## config.mk

```make
export PLATFORM = sky130hd
export DESIGN_NAME = queue_2bit
export DESIGN_NICKNAME = d
export VERILOG_FILES = /design/src/rtl/queue_pkg.sv /design/src/rtl/queue_2bit.sv
export SDC_FILE = /design/constraint.sdc
export NUM_CORES = 1
export LEC_CHECK = 0
export ABC_AREA = 1
export CAP_MARGIN = 5
export CORE_UTILIZATION = 56
export CTS_BUF_LIST = sky130_fd_sc_hd__clkbuf_8
export DETAILED_ROUTE_END_ITERATION = 6
export GPL_ROUTABILITY_DRIVEN = 0
export HOLD_SLACK_MARGIN = 0.15
export PLACE_DENSITY = 0.81
export SYNTH_ARGS = -nofsm -noshare
export SYNTH_HDL_FRONTEND = slang
export SYNTH_SLANG_ARGS = --single-unit
```

## constraint.sdc

```tcl
create_clock -name clk -period 1.5 [get_ports clk]
set_input_delay 0.3 -clock clk [delete_from_list [all_inputs] [get_ports clk]]
set_output_delay 0.3 -clock clk [all_outputs]
set_load 0.1 [all_outputs]
```

## src/rtl/queue_pkg.sv

```systemverilog
// Shared sizing constants for the linear rewindable queue.
package queue_pkg;

    localparam int DEFAULT_DEPTH = 16;
    localparam int DEFAULT_WIDTH = 2;

    // Pointers count 0..depth inclusive, so they need one bit beyond the index width.
    function automatic int ptr_width(input int depth);
        return $clog2(depth) + 1;
    endfunction

endpackage

```

## src/rtl/queue_2bit.sv

```systemverilog
// Linear (non-wrapping) queue: entries are written once, read by an advancing
// front pointer that can be rewound to replay everything written so far.
module queue_2bit
    import queue_pkg::*;
#(
    parameter int DEPTH = DEFAULT_DEPTH,
    parameter int WIDTH = DEFAULT_WIDTH
) (
    input  logic             clk,
    input  logic             rst,
    input  logic             rst_front,
    input  logic             enqueue,
    input  logic             dequeue,
    input  logic [WIDTH-1:0] data_in,
    output logic [WIDTH-1:0] data_out,
    output logic             finish,
    output logic             full
);

    localparam int PW = ptr_width(DEPTH);
    localparam int AW = $clog2(DEPTH);

    logic [WIDTH-1:0] mem [DEPTH];
    logic [PW-1:0]    front;
    logic [PW-1:0]    rear;

    // Request semantics: enqueue is accepted on any edge where full is low,
    // dequeue on any edge where finish is low; both judged on pre-edge
    // pointers, so an entry written this edge is never read past this edge.
    logic do_write;
    logic do_advance;

    assign full       = (rear == PW'(DEPTH));
    assign finish     = (front == rear);
    assign do_write   = enqueue && !full;
    assign do_advance = dequeue && !finish;

    assign data_out = (front == PW'(DEPTH)) ? '0 : mem[front[AW-1:0]];

    always_ff @(posedge clk or negedge rst) begin
        if (!rst) begin
            front <= '0;
            rear  <= '0;
            for (int i = 0; i < DEPTH; i++) begin
                mem[i] <= '0;
            end
        end else begin
            if (do_write) begin
                mem[rear[AW-1:0]] <= data_in;
                rear              <= rear + PW'(1);
            end
            // Rewind wins over a same-cycle advance; memory is left intact.
            if (rst_front) begin
                front <= '0;
            end else if (do_advance) begin
                front <= front + PW'(1);
            end
        end
    end

endmodule

```

# ---- After elaboration in Yosys (flattened, before gate mapping)
# Cells that the tools add are included.
dict set report classes {
  order_cmp 3
  addsub 2
  mux 9
  eq_ne 3
  n_bitwise 2
  reduce_logical 6
}
# operator n
set op_table {}
lappend op_table {{$bwmux 32} 1}
lappend op_table {{$add 5x1->5 const B} 2}
lappend op_table {{$eq 5x5->1 const B} 2}
lappend op_table {{$ge 5x5->1 const B} 2}
lappend op_table {{$mux 5} 2}
lappend op_table {{$not 4->5} 2}
lappend op_table {{$bmux 2 s4} 1}
lappend op_table {{$demux 2 s4} 1}
lappend op_table {{$mux 2} 4}
lappend op_table {{$eq 5x5->1} 1}
lappend op_table {{$lt 5x1->1 const B} 1}
lappend op_table {{$logic_and 1x1->1} 3}
lappend op_table {{$logic_not 1->1} 2}
lappend op_table {{$reduce_bool 2->1} 1}
dict set report totals {
  out_inout_bits 4
  wordCells 43
  regBits 42
  input_bits 7
}

# ---- Logic depth before layout (Yosys ltp)
dict set report logic_depth {
  ltp_word 6
  mapped_depth 9
  depth_no_buf 8
}

# ---- Worst setup path after synthesis
# OpenSTA, ideal clock, no wires.
dict set report synth_path {
  path_kind {register -> output}
  from {reg front[0]}
  to {out data_out[0]}
  required_ps 1200
  arrival_ps 2556
  path_slack_ps -1356
  path_stages_with_launch 9
  n_path_buf 1
  path_cell_list {dfrtp_1 > clkinv_1 > clkbuf_1 > nand2_1 > nand2_1 > nand2_1 > nand3_1 > nand3_1 > a21oi_1}
}
dict set report synth_via {
  elab_chain_cells 5
  word_cells_on_any_way 6
  classes_between {eq/ne: 1; mux: 4; bitwise: 1}
}
# item line_no
set synth_rtl {}
lappend synth_rtl {{start, declared} queue_2bit.sv:24} ;# logic [PW-1:0] front;
lappend synth_rtl {{start signal, assigned} queue_2bit.sv:56} ;# front <= front + PW'(1);
lappend synth_rtl {{$not 4->5 (not written as such)} queue_2bit.sv:38} ;# assign data_out = (front == PW'(DEPTH)) ? '0 : mem[front[AW-1:0]];
lappend synth_rtl {{$bmux 2 s4} queue_2bit.sv:38}
lappend synth_rtl {{$mux 2 (not written as such) (2 in series)} queue_2bit.sv:38}
lappend synth_rtl {{$mux 2 (*)} queue_2bit.sv:38}
lappend synth_rtl {{end, declared} queue_2bit.sv:15} ;# output logic [WIDTH-1:0] data_out,
# Every way passes the cells marked *; elsewhere a longest branch is shown, timed or not. The select of a mux whose other input is x is not followed.

# ---- Worst setup path in the final report
# Ends and elaborated chain as after synthesis.

==> metrics.txt <==
Max Clock Freq 0.502 GHz; area of the multi-input gates 1260 µm²; Mean Syn Cell Area 7.33 µm²; CP Class reg2out; failing checks setup timing; max cap viols 0; global-route wire length before repair 9200 µm; CTS clk-pin slew, worst paths 80 ps; clk buf depth 2; top cell type's share of synthesized area 46.2%; Slew Viols, Final 0; Hold WS 494 ps; Post-synth EDFFs 0; final worst slack -492 ps; startpoint types register; die height ~66 µm; Slew @ Worst Pin 581 ps; Syn Nets 323; DP Wirelength 3820 µm; Root Buffer clkbuf_8; router iterations before antenna repair 4; PD cells ~1900 nW/µm²; routing usage on met3 between 6 and 7%; Tot GR Track Use 28.8%; worst-path maximum fanout 18; minimum clock period 1990 ps; initial antenna violation count 0; # fillers 204; Static Leak 1.56 nW; synth top area cells dfrtp_1 46%, nand2_1 20%, o21ai_0 7.0%; vias in the first global route 1998; Initial DRC Count 219; Final Setup Violations 42; CP peak stage delay 450 ps; Worst EP arrival 1690 ps; TritonCTS Sinks 42; total congestion overflow 0; final core occ approximately 82%; Via density around 5.7; largest net degree at the start of global routing 43; Synth Instances 310; Worst Skew 4.60 ps; DR vias 2274; port bufs 10; status complete, but fails checks; post-route antenna net violation count 0; ys async rst share 100%; Top FF cell, synth dfrtp_1; critical path required time 1200 ps; Placeable Area 3770 µm²; dpl ws -171 ps; Synth cell types 20; CTS Buf Count 5; Die ar. ~4300 µm²; CP endpoint kind output pin; Post-Syn Area between 2000 and 2500 µm²; Initial Utilization 60.3%; synthesized flop and latch total 42; CP max-delay cell dfrtp_2; Residual DRC 0; synth warn 0; final wirelength 6550 µm; RSZ-0062 raised after global routing true; Min-Delay Path Class reg2reg; GR Util met2 44.8%; final hold violations 0; Skew-Pair Late Insertion Delay roughly 300 ps; Max VDD drop 1110 µV; grt peak-use layer met2; H-tree lvl count 2; Final #Nets 363; WL per Instance ~16 µm; Slew headroom between 60% and 70%; post-synth top area cell dfrtp_1; Die W 65.7 µm; register area about 1100 µm²; met1 usage 37.0%; CTS tree yes; Area Overhead vs Synth 35.9%; I/O Pins 11; # rows 22; register area share after synthesis 46.2%; Critical Path, Cell by Cell clkinv_4, nand2_1, nand2_1, nand2_1, nand3_2, nand3_2, a21oi_4, buf_12; Diodes inserted 0; Most Frequent Cell on Critical Path nand2_1; Final Cycle Share 133%; share of cells above drive strength 1 between 20 and 30%
## logic make-up after synthesis
logic type	Yosys count	synth area share [%]
flip-flops	42	46.2
AO/OA/AOI/OAI	36	8.42
XOR/XNOR	9	3.47
adder cells (fa/ha/maj)	6	3.30
AND/OR/NAND/NOR	165	29.7
buffers and inverters	52	8.86
## where the power goes
part / leakage [nW] / switching, W / internal [W]
clock: 0.0524 / 0.000399 / 0.000365
sequential: 0.531 / 0.000404 / 0.00159
combinational: 0.977 / 0.00178 / 0.00121
total: 1.56 / 0.00259 / 0.00316
## cells in the mapped netlist, types with 2 or more instances
cell type  count
clkbuf_1       3
nand3_1       25
xor2_1         7
xnor2_1        2
nand2_1      119
dfrtp_1       42
ha_1           6
clkinv_1       2
inv_1         39
nor2_1        13
inv_2          2
buf_2          5
nand4_1        5
o21ai_0       32
a21oi_1        3
## placed cells by master (no fill, tap or decap), types with 7 or more instances in the layout
cell type  count
nand2_2       17
nand3_1       16
buf_4         19
nand2_1       99
o21ai_1       30
nor2_4         7
buf_12         7
inv_1         35
nand3_2        9
dfrtp_1       40
buf_6          8
## per-layer routing
layer | vias to the layer above | part of all wire, %
met2 | 132 | 49
met5 | - | 0
met4 | 0 | 4.3
met3 | 33 | 7.9
li1 | 1036 | -
met1 | 1073 | 39
## final timing paths
kind                           from     endpoint  slack, ps  cells after the start
setup / recovery           front[0]  data_out[0]       -490                      8
hold / removal              mem[17]      mem[17]        490                      2
setup reg to reg            rear[0]      mem[26]       -300                     11
hold reg to reg             mem[17]      mem[17]        490                      2
max in group asynchronous       rst     front[0]        500                      3
min in group asynchronous       rst      mem[16]        590                      3
## registers in the layout (all words and copies together), names as in the netlist
register  flops
front         5
mem          32
rear          5
## final cells by class
class                           count  area share, %
Sequential cell                    42           34.1
Tap cell                           48           1.94
Clock inverter                      2          0.284
Inverter                           43           5.51
Multi-Input combinational cell    216           40.8
Timing Repair Buffer               42           14.7
Clock buffer                        6           2.67
## per-stage QoR
| stage | setup TNS [ps] | power (W) | area (µm²) | std cells |
|---|---|---|---|---|
| 2_1_floorplan | -784 | 0.00348 | 2370 | 310 |
| 4_1_cts | -3980 | 0.00535 | 2950 | 396 |
| 6_report | -6510 | 0.00575 | 3090 | 399 |
| 5_1_grt | -9460 | 0.00606 | 3090 | 399 |
| 3_5_place_dp | -1910 | 0.00433 | 2720 | 385 |
| 3_3_place_gp | -887 | 0.00423 | 2720 | 385 |
## what timing repair did
action | CTS | global route
hold buffers | 1 | 0
pin swaps | 20 | 26
buffers inserted | 6 | 3
hold endpoints to repair | 42 | 0
gates resized for setup | 65 | 27
setup endpoints to repair | 43 | 46
## critical path: cells and delay by family, from the launching register on
kind                   cells  cell delay [ps]
and+or+nand+nor            5              430
AOI/OAI and AO/OA          1              180
DFF                        1              450
buffers and inverters      2              320
(Power assumes the default switching activity.)
